$ cat src/rtl/bootrom_stream_loader.sv
// ---------------------------------------------------------------------------
// bootrom_stream_loader
//
// Purpose:
//   Boot loader in front of the ZPU boot memory's writable port B. It takes a
//   framed image from a valid/ready byte stream (UART/SPI front end),
//   assembles big-endian words and writes each word into the dual-port RAM.
//   The CPU is held in reset while a load is in progress and is released only
//   when the load completes successfully.
//
//   Frame: MAGIC, N[15:8], N[7:0], N*BYTES data bytes[, checksum byte].
//
// Optional feature (macro LOADER_CHECKSUM_EN):
//   When defined, a trailing checksum byte is expected. The 8-bit modulo-256
//   sum of LEN_HI, LEN_LO, all data bytes and the checksum byte must be zero;
//   otherwise the load ends in ERR and the CPU stays held. When undefined, the
//   frame ends after the last data byte and no checksum register exists.
//
// Ports:
//   clk       in   system clock
//   reset     in   asynchronous active-high reset
//   start     in   one-cycle pulse that arms the loader (IDLE/DONE/ERR only)
//   s_data    in   stream byte
//   s_valid   in   stream byte valid
//   s_ready   out  loader accepts a byte this cycle
//   m_ce      out  port B enable (same as m_we)
//   m_we      out  port B write strobe, one cycle per word
//   m_addr    out  port B word address
//   m_write   out  port B write data
//   busy      out  load in progress
//   done      out  load completed successfully (sticky until next start)
//   error     out  frame error (sticky until next start)
//   cpu_hold  out  CPU reset request
// ---------------------------------------------------------------------------
module bootrom_stream_loader #(
  parameter int         DATA          = 32,
  parameter int         ADDR          = 12,
  parameter logic [7:0] MAGIC         = 8'h5A,
  parameter logic       HOLD_AT_RESET = 1'b1
) (
  input  logic            clk,
  input  logic            reset,
  input  logic            start,
  input  logic [7:0]      s_data,
  input  logic            s_valid,
  output logic            s_ready,
  output logic            m_ce,
  output logic            m_we,
  output logic [ADDR-1:0] m_addr,
  output logic [DATA-1:0] m_write,
  output logic            busy,
  output logic            done,
  output logic            error,
  output logic            cpu_hold
);

  localparam int BYTES = DATA / 8;
  localparam int BW    = (BYTES > 1) ? $clog2(BYTES) : 1;
  // Word counter is wide enough to hold both the 16-bit length and 2**ADDR.
  localparam int CW    = (ADDR >= 16) ? (ADDR + 1) : 17;

  localparam logic [BW-1:0]   BYTE_ONE  = {{(BW-1){1'b0}}, 1'b1};
  localparam logic [BW-1:0]   LAST_BYTE = BW'(BYTES - 1);
  localparam logic [ADDR-1:0] ADDR_ONE  = {{(ADDR-1){1'b0}}, 1'b1};
  localparam logic [CW-1:0]   WORD_ONE  = {{(CW-1){1'b0}}, 1'b1};
  localparam logic [CW-1:0]   CAPACITY  = WORD_ONE << ADDR;

  localparam logic [3:0] S_IDLE   = 4'd0;
  localparam logic [3:0] S_MAGIC  = 4'd1;
  localparam logic [3:0] S_LEN_HI = 4'd2;
  localparam logic [3:0] S_LEN_LO = 4'd3;
  localparam logic [3:0] S_DATA   = 4'd4;
  localparam logic [3:0] S_FLUSH  = 4'd5;
  localparam logic [3:0] S_CSUM   = 4'd6;
  localparam logic [3:0] S_DONE   = 4'd7;
  localparam logic [3:0] S_ERR    = 4'd8;

  // Where a frame goes once its payload has been consumed.
`ifdef LOADER_CHECKSUM_EN
  localparam logic [3:0] S_END = S_CSUM;
`else
  localparam logic [3:0] S_END = S_DONE;
`endif

`ifdef LOADER_CHECKSUM_EN
  // Modulo-256 running sum used for the frame checksum.
  function automatic logic [7:0] csum_add(input logic [7:0] acc, input logic [7:0] b);
    return acc + b;
  endfunction
`endif

  logic [3:0]      state_q,    state_d;
  logic [15:0]     len_q,      len_d;
  logic [BW-1:0]   byte_idx_q, byte_idx_d;
  logic [CW-1:0]   words_q,    words_d;
  logic [DATA-1:0] shift_q,    shift_d;
  logic [ADDR-1:0] m_addr_q,   m_addr_d;
  logic [DATA-1:0] m_write_q,  m_write_d;
  logic            m_we_q,     m_we_d;
  logic            s_ready_q,  s_ready_d;
  logic            busy_q,     busy_d;
  logic            done_q,     done_d;
  logic            error_q,    error_d;
  logic            cpu_hold_q, cpu_hold_d;
`ifdef LOADER_CHECKSUM_EN
  logic [7:0]      csum_q,     csum_d;
`endif

  logic              xfer_s;
  logic [15:0]       full_len_s;
  logic [CW-1:0]     full_len_ext_s;
  logic [CW-1:0]     len_ext_s;
  logic [CW-1:0]     words_inc_s;
  logic              last_word_s;
  logic [DATA+7:0]   wide_s;
  logic [DATA-1:0]   shift_next_s;

  // Handshake, length and packing helpers shared by the next-state logic.
  always_comb begin
    xfer_s         = s_valid & s_ready_q;
    full_len_s     = {len_q[15:8], s_data};
    full_len_ext_s = {{(CW-16){1'b0}}, full_len_s};
    len_ext_s      = {{(CW-16){1'b0}}, len_q};
    words_inc_s    = words_q + WORD_ONE;
    last_word_s    = (words_inc_s == len_ext_s);
    // MSB-first packing: every new byte enters at the bottom and earlier
    // bytes move up, so byte 0 ends in the top lane after BYTES bytes.
    wide_s         = {shift_q, s_data};
    shift_next_s   = wide_s[DATA-1:0];
  end

  // Frame-parsing FSM and next values of all registered outputs.
  always_comb begin
    state_d    = state_q;
    len_d      = len_q;
    byte_idx_d = byte_idx_q;
    words_d    = words_q;
    shift_d    = shift_q;
    m_write_d  = m_write_q;
    m_we_d     = 1'b0;
`ifdef LOADER_CHECKSUM_EN
    csum_d     = csum_q;
`endif
    // The address advances in the cycle after each strobe; the final word is
    // strobed from FLUSH so the address stays on the last written word.
    if (m_we_q && (state_q == S_DATA)) begin
      m_addr_d = m_addr_q + ADDR_ONE;
    end else begin
      m_addr_d = m_addr_q;
    end

    case (state_q)
      S_IDLE, S_DONE, S_ERR: begin
        if (start) begin
          state_d    = S_MAGIC;
          m_addr_d   = {ADDR{1'b0}};
          byte_idx_d = {BW{1'b0}};
          words_d    = {CW{1'b0}};
`ifdef LOADER_CHECKSUM_EN
          csum_d     = 8'h00;
`endif
        end else begin
          state_d = state_q;
        end
      end
      S_MAGIC: begin
        // Anything other than the start byte is dropped silently (resync).
        if (xfer_s && (s_data == MAGIC)) begin
          state_d = S_LEN_HI;
        end else begin
          state_d = S_MAGIC;
        end
      end
      S_LEN_HI: begin
        if (xfer_s) begin
          len_d[15:8] = s_data;
`ifdef LOADER_CHECKSUM_EN
          csum_d      = csum_add(csum_q, s_data);
`endif
          state_d     = S_LEN_LO;
        end else begin
          state_d = S_LEN_HI;
        end
      end
      S_LEN_LO: begin
        if (xfer_s) begin
          len_d = full_len_s;
`ifdef LOADER_CHECKSUM_EN
          csum_d = csum_add(csum_q, s_data);
`endif
          if (full_len_s == 16'h0000) begin
            state_d = S_END;
          end else if (full_len_ext_s > CAPACITY) begin
            state_d = S_ERR;
          end else begin
            state_d = S_DATA;
          end
        end else begin
          state_d = S_LEN_LO;
        end
      end
      S_DATA: begin
        if (xfer_s) begin
`ifdef LOADER_CHECKSUM_EN
          csum_d  = csum_add(csum_q, s_data);
`endif
          shift_d = shift_next_s;
          if (byte_idx_q == LAST_BYTE) begin
            m_we_d     = 1'b1;
            m_write_d  = shift_next_s;
            byte_idx_d = {BW{1'b0}};
            words_d    = words_inc_s;
            if (last_word_s) begin
              state_d = S_FLUSH;
            end else begin
              state_d = S_DATA;
            end
          end else begin
            byte_idx_d = byte_idx_q + BYTE_ONE;
          end
        end else begin
          state_d = S_DATA;
        end
      end
      S_FLUSH: begin
        // Cycle carrying the last word's strobe; no byte is taken here.
        state_d = S_END;
      end
      S_CSUM: begin
`ifdef LOADER_CHECKSUM_EN
        if (xfer_s) begin
          if (csum_add(csum_q, s_data) == 8'h00) begin
            state_d = S_DONE;
          end else begin
            state_d = S_ERR;
          end
        end else begin
          state_d = S_CSUM;
        end
`else
        state_d = S_ERR;
`endif
      end
      default: begin
        state_d = S_IDLE;
      end
    endcase

    // Status outputs follow the state being entered, so they line up with
    // the state register on the next cycle.
    case (state_d)
      S_IDLE: begin
        s_ready_d  = 1'b0;
        busy_d     = 1'b0;
        done_d     = 1'b0;
        error_d    = 1'b0;
        cpu_hold_d = cpu_hold_q;
      end
      S_DONE: begin
        s_ready_d  = 1'b0;
        busy_d     = 1'b0;
        done_d     = 1'b1;
        error_d    = 1'b0;
        cpu_hold_d = 1'b0;
      end
      S_ERR: begin
        s_ready_d  = 1'b0;
        busy_d     = 1'b0;
        done_d     = 1'b0;
        error_d    = 1'b1;
        cpu_hold_d = 1'b1;
      end
      S_FLUSH: begin
        s_ready_d  = 1'b0;
        busy_d     = 1'b1;
        done_d     = 1'b0;
        error_d    = 1'b0;
        cpu_hold_d = 1'b1;
      end
      default: begin
        s_ready_d  = 1'b1;
        busy_d     = 1'b1;
        done_d     = 1'b0;
        error_d    = 1'b0;
        cpu_hold_d = 1'b1;
      end
    endcase
  end

  // State and output registers with asynchronous reset.
  always_ff @(posedge clk or posedge reset) begin
    if (reset) begin
      state_q    <= S_IDLE;
      len_q      <= 16'h0000;
      byte_idx_q <= {BW{1'b0}};
      words_q    <= {CW{1'b0}};
      shift_q    <= {DATA{1'b0}};
      m_addr_q   <= {ADDR{1'b0}};
      m_write_q  <= {DATA{1'b0}};
      m_we_q     <= 1'b0;
      s_ready_q  <= 1'b0;
      busy_q     <= 1'b0;
      done_q     <= 1'b0;
      error_q    <= 1'b0;
      cpu_hold_q <= HOLD_AT_RESET;
`ifdef LOADER_CHECKSUM_EN
      csum_q     <= 8'h00;
`endif
    end else begin
      state_q    <= state_d;
      len_q      <= len_d;
      byte_idx_q <= byte_idx_d;
      words_q    <= words_d;
      shift_q    <= shift_d;
      m_addr_q   <= m_addr_d;
      m_write_q  <= m_write_d;
      m_we_q     <= m_we_d;
      s_ready_q  <= s_ready_d;
      busy_q     <= busy_d;
      done_q     <= done_d;
      error_q    <= error_d;
      cpu_hold_q <= cpu_hold_d;
`ifdef LOADER_CHECKSUM_EN
      csum_q     <= csum_d;
`endif
    end
  end

  assign s_ready  = s_ready_q;
  assign m_we     = m_we_q;
  assign m_ce     = m_we_q;
  assign m_addr   = m_addr_q;
  assign m_write  = m_write_q;
  assign busy     = busy_q;
  assign done     = done_q;
  assign error    = error_q;
  assign cpu_hold = cpu_hold_q;

endmodule

$ cat config.mk
export PLATFORM = sky130hd
export DESIGN_NAME = bootrom_stream_loader
export DESIGN_NICKNAME = d
export VERILOG_FILES = /design/src/rtl/bootrom_stream_loader.sv
export SDC_FILE = /design/constraint.sdc
export NUM_CORES = 1
export LEC_CHECK = 0
export ABC_AREA = 0
export BUFFER_PORTS_ARGS = -buffer_cell sky130_fd_sc_hd__buf_2
export CAP_MARGIN = 20
export CORE_AREA = 5 5 105 107
export DETAILED_ROUTE_END_ITERATION = 10
export DIE_AREA = 0 0 110 112
export GPL_ROUTABILITY_DRIVEN = 0
export GPL_TIMING_DRIVEN = 0
export PLACE_DENSITY_LB_ADDON = 0.15
export REMOVE_ABC_BUFFERS = 1
export SKIP_LAST_GASP = 1
export SLEW_MARGIN = 20
export SYNTH_ARGS = -nofsm -noshare
export SYNTH_HDL_FRONTEND = slang
export SYNTH_SLANG_ARGS = --single-unit
export TNS_END_PERCENT = 100
$ cat constraint.sdc
create_clock -name clk -period 5.98 [get_ports clk]
set_input_delay 0.299 -clock clk [delete_from_list [all_inputs] [get_ports clk]]
set_output_delay 0.299 -clock clk [all_outputs]
set_load 0.02 [all_outputs]
==> metrics.txt, run 1 <==
run status complete, no violations; post-synthesis register bit count 113; I/O pin cnt between 60 and 70; setup_tns 0 ns; CTS tree yes; Setup violations, final 0; Post-DP HPWL 7640 µm; asr flop ratio synth 1.00; final hold vios 0; Die W ~110 µm; Post-Synthesis Cell Area 0.00530 mm²; root buf cell clkbuf_8; final worst setup slack roughly 2.7 ns; Peak Freq 0.307 GHz; number of flops mapped to enable cells by yosys 0; Mapped Cells around 580; Total GRT Usage 0.203; most common flop cell mapped by yosys dfrtp_1; most common cell after layout, fill and taps aside nand2_1; Reg2Reg Depth 8; drt via density 5.39; Inserted Clock Buffers 17; WHS Endpoint m_write[0]$_DFFE_PP0P_; Max-slew headroom 0.312; required time worst endpoint around 6.4 ns; via count of the first global-routing pass 4025; wirelength, routed 11800 µm; share of post-route cells with drive strength above 1 0.185; Leak Pwr 3.26 nW; insertion delay to the later sink of the worst-skew pair 0.51 ns; WHS Path Cells 3; R2R Path Start state_q[0]$_DFF_PP0_; Min-Delay Path Class in2reg; hold_buf cts 1; CP endpoint kind flop; grt ovf 0; Wirelength per Cell 14.9 µm; Die Y ~110 µm; Final Skew 0.00741 ns; Max Transition Viols Final 0; Final Cycle Share 0.544; Area growth, synth to finish 20.0%; Final Non-Filler Cells 790; worst r2r dst s_ready$_DFF_PP0_; Seq/Total Area, Yosys 0.534; P per Cell Area 385 mW/mm²; post-CTS setup repair buffer count 0; placed cells 757; pre-CTS WS 2.59 ns; Final min period 3.26 ns; count of cell types in the netlist 50; global-route wire length before repair approximately 20000 µm; Port Buffers a little over 60; die area 0.0123 mm²; cts repair resizes 0; drt drc 0; initial antenna violation count 0; CP arrival approximately 3.7 ns; Synth Warn # 0; commonest cells after routing, fill and taps aside nand2_1, dfrtp_1, buf_2; number of DRC markers in iteration 0 around 340; kind of critical path reg2reg; via count 4260; CTS max path bufs 2; number of placement rows 37; maximum vdd drop 0.211 mV; RSZ-0062 raised after global routing false; synthesized area per cell 9.09 µm²; Initial Utilization 0.528; core box area approximately 0.010 mm²; CP Launch Type flop; 1st-pass router iterations 5; Slew @ Worst Pin 1.03 ns; clock slew at reported path FFs 0.05 ns; nets 656; Max Cap Violations 0; Post-DRT Antenna Nets 0; min-delay src s_data[0]; ANT cells 0; worst reg2reg setup slack 2.72 ns; largest net degree at the start of global routing between 80 and 90; filler cell count 872; CTS Sinks about 110; CTS H-tree lvls 4; Max FO, Critical Path 29
-- logic make-up after synthesis --
kind of cell | synth area share
simple gates | 0.264
flops | 0.534
compound gates | 0.0890
buf+inv | 0.0278
xor+xnor | 0.0413
mux | 0.0371
fa+ha+maj | 0.00708
-- cells in the mapped netlist, types with 2 or more instances --
cell / number / area, µm²
nand2_1: 202 / 758
dfrtp_1: 112 / 2800
o21ai_0: 42 / 210
nor2_1: 31 / 116
clkbuf_1: 19 / 71.3
nand3_1: 17 / 85.1
xor2_1: 14 / 123
mux2_2: 13 / 146
a21oi_1: 11 / 55.1
xnor2_1: 11 / 96.3
inv_1: 8 / 30.0
nor3_1: 8 / 40.0
and3_1: 7 / 43.8
nor2b_1: 7 / 43.8
o31ai_1: 7 / 52.6
and4_1: 6 / 52.6
mux2i_1: 5 / 50.1
nand4_1: 5 / 31.3
or3_1: 5 / 31.3
and2_1: 4 / 25.0
buf_2: 4 / 20.0
nor4_1: 4 / 25.0
a31oi_1: 3 / 18.8
ha_1: 3 / 37.5
nand2b_1: 3 / 18.8
a2111oi_0: 2 / 17.5
a21o_1: 2 / 15.0
and3b_1: 2 / 17.5
buf_1: 2 / 7.51
buf_4: 2 / 15.0
nor4_2: 2 / 25.0
o21bai_1: 2 / 15.0
-- through the flow --
stage	hold WS, ns	utilization	cell area [µm²]	total power [W]
6_report	0.0676	0.633	6360	0.00245
5_1_grt	0.0608	0.633	6360	0.00257
4_1_cts	0.0366	0.633	6350	0.00246
3_5_place_dp	0.309	0.572	5740	0.00143
3_3_place_gp	0.450	0.564	5670	0.00140
2_1_floorplan	0.404	-	5190	0.00130
-- final cells by class --
type                       count  area (µm²)  area share
sequential                   113        2830       0.445
multi-input combinational    434        2330       0.367
clock buffer                  21         439      0.0691
timing repair buffer          66         387      0.0608
tap                          136         170      0.0268
clock inverter                11         161      0.0254
inverter                       9        38.8     0.00610
-- sequential cells by signal, summed over array words and instances, names as in the netlist --
register	flops
byte_idx_q	2
error	1
words_q	17
cpu_hold	1
done	1
len_q	16
s_ready	1
m_ce	1
busy	1
m_write	32
shift_q	24
m_addr	12
state_q	4
-- power by group --
part | internal (W) | switching [W]
logic | 0.000191 | 0.000232
registers | 0.000877 | 0.000127
clock network | 0.000683 | 0.000336
total | 0.00175 | 0.000695
-- worst max-delay path, stage by stage, from the launching register on --
cell	delay [ns]
dfrtp_1	0.53
nor4b_4	0.44
nand2_2	0.46
buf_16	0.33
nor4_1	0.30
nand2_1	0.11
a2111oi_0	0.47
nand4_1	0.22
a31o_1	0.26
-- routing by layer --
metal | part of all wire | global-route usage | vias up
li1 | - | - | 2070
met1 | 0.46 | 0.272 | 2089
met2 | 0.49 | 0.324 | 85
met3 | 0.039 | 0.0441 | 16
met4 | 0.012 | 0.0723 | 0
met5 | 0 | 0 | -
-- worst max path at each step --
stage                                    to  slack, ns                 startpoint  cells past startpoint
global route        words_q[10]$_DFFE_PP0P_       2.41       state_q[0]$_DFF_PP0_                      7
floorplan                    busy$_DFF_PP0_       2.70                      reset                      1
global placement    words_q[14]$_DFFE_PP0P_       1.44  byte_idx_q[0]$_DFFE_PP0P_                      7
CTS                 words_q[10]$_DFFE_PP0P_       2.59       state_q[0]$_DFF_PP0_                      7
finish                    s_ready$_DFF_PP0_       2.72       state_q[0]$_DFF_PP0_                      8
detailed placement   words_q[6]$_DFFE_PP0P_       2.59       state_q[0]$_DFF_PP0_                      7
Note: power is estimated with default switching activity, not from simulation.
==> run 2, diff against run 1 <==
--- a/config.mk
+++ b/config.mk
@@ -5,12 +5,12 @@
 export SDC_FILE = /design/constraint.sdc
 export NUM_CORES = 1
 export LEC_CHECK = 0
-export ABC_AREA = 0
+export ABC_AREA = 1
 export BUFFER_PORTS_ARGS = -buffer_cell sky130_fd_sc_hd__buf_2
 export CAP_MARGIN = 20
-export CORE_AREA = 5 5 105 107
+export CORE_AREA = 5 5 106 108
 export DETAILED_ROUTE_END_ITERATION = 10
-export DIE_AREA = 0 0 110 112
+export DIE_AREA = 0 0 111 113
 export GPL_ROUTABILITY_DRIVEN = 0
 export GPL_TIMING_DRIVEN = 0
 export PLACE_DENSITY_LB_ADDON = 0.15
==> constraint.sdc (replaced) <==
create_clock -name clk -period 3.04 [get_ports clk]
set_input_delay 0.152 -clock clk [delete_from_list [all_inputs] [get_ports clk]]
set_output_delay 0.152 -clock clk [all_outputs]
set_load 0.02 [all_outputs]
==> run 2 against run 1 <==
- clock skew increased by 0.0013 ns
- global-route usage increased by 1.6 points
- synthesized cell count increased by 17%
- power increased by 62%
- hold slack improved by 0.11 ns
- die area increased by 1.8%
- sequential power increased by 60%
- critical endpoint is now m_write[20]$_DFFE_PP0P_
- largest cell class unchanged
==> metrics.txt, run 2 <==
largest net degree at the start of global routing 76 (-6.2%); post-synthesis register bit count 113 (unchanged); Peak Freq 0.383 GHz (+25%); I/O pin cnt 63 (unchanged); share of post-route cells with drive strength above 1 0.180 (-0.00473); core box area 0.0101 mm² (+0.92%); required time worst endpoint 3.41 ns (-2.96 ns); Area growth, synth to finish 21.1%; 1st-pass router iterations 5 (unchanged); via count of the first global-routing pass 4673 (+16%); CP Launch Type flop; Port Buffers 62 (unchanged); drt via density 5.21 (-3.3%); via count 4729 (+11%); P per Cell Area 599 mW/mm² (+56%); synthesized area per cell 8.02 µm² (-12%); wirelength, routed 13200 µm (+12%); Min-Delay Path Class in2async; Setup violations, final 0 (unchanged); Total GRT Usage 0.219 (+0.0160); Final Non-Filler Cells 907 (+15%); asr flop ratio synth 1.00 (unchanged); CP Cell Sequence nor2_1 > nand2_2 > nor2_4 > inv_2 > nor2_4 > inv_4 > nand2_1 > o21ai_0; final hold vios 0 (unchanged); M2 GR Usage 0.369 (+0.0449); initial antenna violation count 0 (unchanged); Initial Utilization 0.538 (+0.0107); GR Layer Usage met1 0.278 (+0.00518); run status complete, no violations; GRT met3 Usage 0.0513 (+0.00728); CP endpoint kind flop; Wirelength per Cell 14.5 µm (-2.5%); maximum vdd drop 0.342 mV (+62%); Max FO, Critical Path 64 (+120%); pre-CTS WS 0.0141 ns (-2.58 ns); insertion delay to the later sink of the worst-skew pair 0.51 ns (about the same); multi-input logic area 0.00221 mm² (-5.5%); worst r2r dst m_write[20]$_DFFE_PP0P_; RSZ-0062 raised after global routing false; Worst path most repeated cell nor2_4; Max Transition Viols Final 0 (unchanged); Clk network pwr share 0.504 (+0.087); Storage cell area 0.00283 mm² (unchanged); Core Util, Final 0.652 (+0.0188); switching share of power 0.260 (-0.0241); clock slew at reported path FFs 0.06 ns (about the same); Most Crowded Layer GR met2; drt drc 0 (unchanged); Slew @ Worst Pin 1.05 ns (+0.0181 ns); number of DRC markers in iteration 0 377 (+9.6%); Crit-path slowest cell nor2_4; CTS tree yes; nets 773 (+18%); Inserted Clock Buffers 17 (unchanged); final worst setup slack 0.431 ns (-2.29 ns); most common flop cell mapped by yosys dfrtp_1; grt ovf 0 (unchanged); kind of critical path reg2reg; area leader, netlist dfrtp_1; Post-DP HPWL 8820 µm (+15%); root buf cell clkbuf_8; Max-slew headroom 0.299 (-0.0127); max reg flops 32 (unchanged); Mapped Cells 681 (+17%); Post-DRT Antenna Nets 0 (unchanged); Synth Warn # 0 (unchanged); Psw 0.00103 W (+48%); count of cell types in the netlist 35 (-30%); Leak Pwr 3.37 nW (+3.4%); commonest cells after routing, fill and taps aside nand2_1, dfrtp_1, inv_1; die area 0.0125 mm² (+1.8%); Final Skew 0.00867 ns (+0.00127 ns); cell family with most CP delay simple AND/OR/NAND/NOR gates; Synth top cells by count nand2_1, dfrtp_1, inv_1; Die W 111 µm (+0.91%); ANT cells 0 (unchanged); worst reg2reg setup slack 0.43 ns (-2.29 ns); Final min period 2.61 ns (-0.647 ns); Final Cycle Share 0.858 (+0.314); top-count cell post-synth nand2_1; Reg2Reg Depth 8 (unchanged); CTS H-tree lvls 4 (unchanged); most common cell after layout, fill and taps aside nand2_1; R2R Path Start state_q[0]$_DFF_PP0_; CP arrival 2.97 ns (-0.68 ns); placed cells 864 (+14%); Internal Power 0.00293 W (+67%); CTS max path bufs 2 (unchanged); Reg power frac 0.404 (-0.006); area share of the largest cell type after synthesis 0.513 (-0.0153); global-route wire length before repair 22400 µm (+14%); CP bufs+invs 2 (+1); Slowest Stage Delay on Critical Path 0.51 ns (-0.02 ns); Max Cap Violations 0 (unchanged); Die Y 113 µm (+0.89%); Post-Synthesis Cell Area 0.00546 mm² (+3.0%); combinational fraction of design power 0.092 (-0.081); number of placement rows 37 (unchanged); filler cell count 806 (-7.6%); CTS Sinks 113 (unchanged); Seq/Total Area, Yosys 0.518 (-0.0154); number of flops mapped to enable cells by yosys 0 (unchanged); Area contributors post-synth dfrtp_1, nand2_1, o21ai_0, inv_1, nand3_1
## run 2: cell count changes after synthesis, moves of 8 or more
cell,previous run,this run
clkbuf_1,19,11
inv_1,8,87
mux2_2,13,0
nand2_2,0,8
nand3_1,17,45
nand4_1,5,15
nor2_2,0,10
o21ai_0,42,84
o22ai_1,0,9
xnor2_1,11,2
xor2_1,14,3
## run 2: kinds of logic after synthesis
kind of cell,share of synthesized area
AOI/OAI and AO/OA,0.106
xor gates and xnor gates,0.00802
adders and majority gates,0.00688
buffers and inverters,0.0786
DFF,0.518
and+or+nand+nor,0.282
## run 2: repair_timing
action | in CTS | in global routing
endpoints found under the hold margin | 54 | 0
setup buffers | 0 | 0
hold buffers | 10 | 0
endpoints found under the setup margin | 0 | 41
gates resized for setup | 0 | 2
## run 2: area by class of cell
type,count,share of cell area
clock buffers,17,0.0627
clock inverters,15,0.0275
inverters,96,0.0559
multi-input cells,457,0.334
flip-flops and latches,113,0.428
well taps,136,0.0257
repair buffers,73,0.0663
## run 2: worst max path at each step
stage / start / endpoint / slack (ns) / cells past startpoint
2_1_floorplan: reset / busy$_DFF_PP0_ / -0.1 / 1
3_3_place_gp: reset / len_q[4]$_DFFE_PP0P_ / -1.35 / 2
3_5_place_dp: state_q[1]$_DFF_PP0_ / m_write[19]$_DFFE_PP0P_ / 0.01 / 7
4_1_cts: state_q[0]$_DFF_PP0_ / m_write[19]$_DFFE_PP0P_ / 0.007 / 7
5_1_grt: state_q[1]$_DFF_PP0_ / m_write[27]$_DFFE_PP0P_ / 0.14 / 8
6_report: state_q[0]$_DFF_PP0_ / m_write[20]$_DFFE_PP0P_ / 0.43 / 8
## run 2: worst reg2reg max path, delay by kind of cell (launching register included)
kind            cells  cell delay, ns
flops               1            0.41
simple gates        5            1.36
buf+inv             2            0.61
compound gates      1            0.09
## run 2: per-layer routing
layer	routed length, µm	part of all wire
met3	682	0.052
met4	299	0.023
met2	6470	0.49
met1	5710	0.43
met5	0	0
## run 2: stage by stage
step	cell area, µm²	hold slack [ns]	total power (W)	TNS (ns)
after global routing	6610	0.218	0.00411	0
final	6610	0.181	0.00396	0
after detailed placement	5900	0.171	0.00198	0
after CTS	6600	0.181	0.00398	0
after global placement	5870	0.354	0.00196	-150.33
after floorplan	5390	0.236	0.00186	-10.94
## run 2: power by group through the flow
stage	Clock [W]	Combinational (W)	Sequential (W)
2_1_floorplan	0	0.000213	0.00165
3_3_place_gp	0	0.000337	0.00162
3_5_place_dp	0	0.000349	0.00163
4_1_cts	0.00202	0.000362	0.00160
5_1_grt	0.00209	0.000406	0.00161
6_report	0.00199	0.000364	0.00160
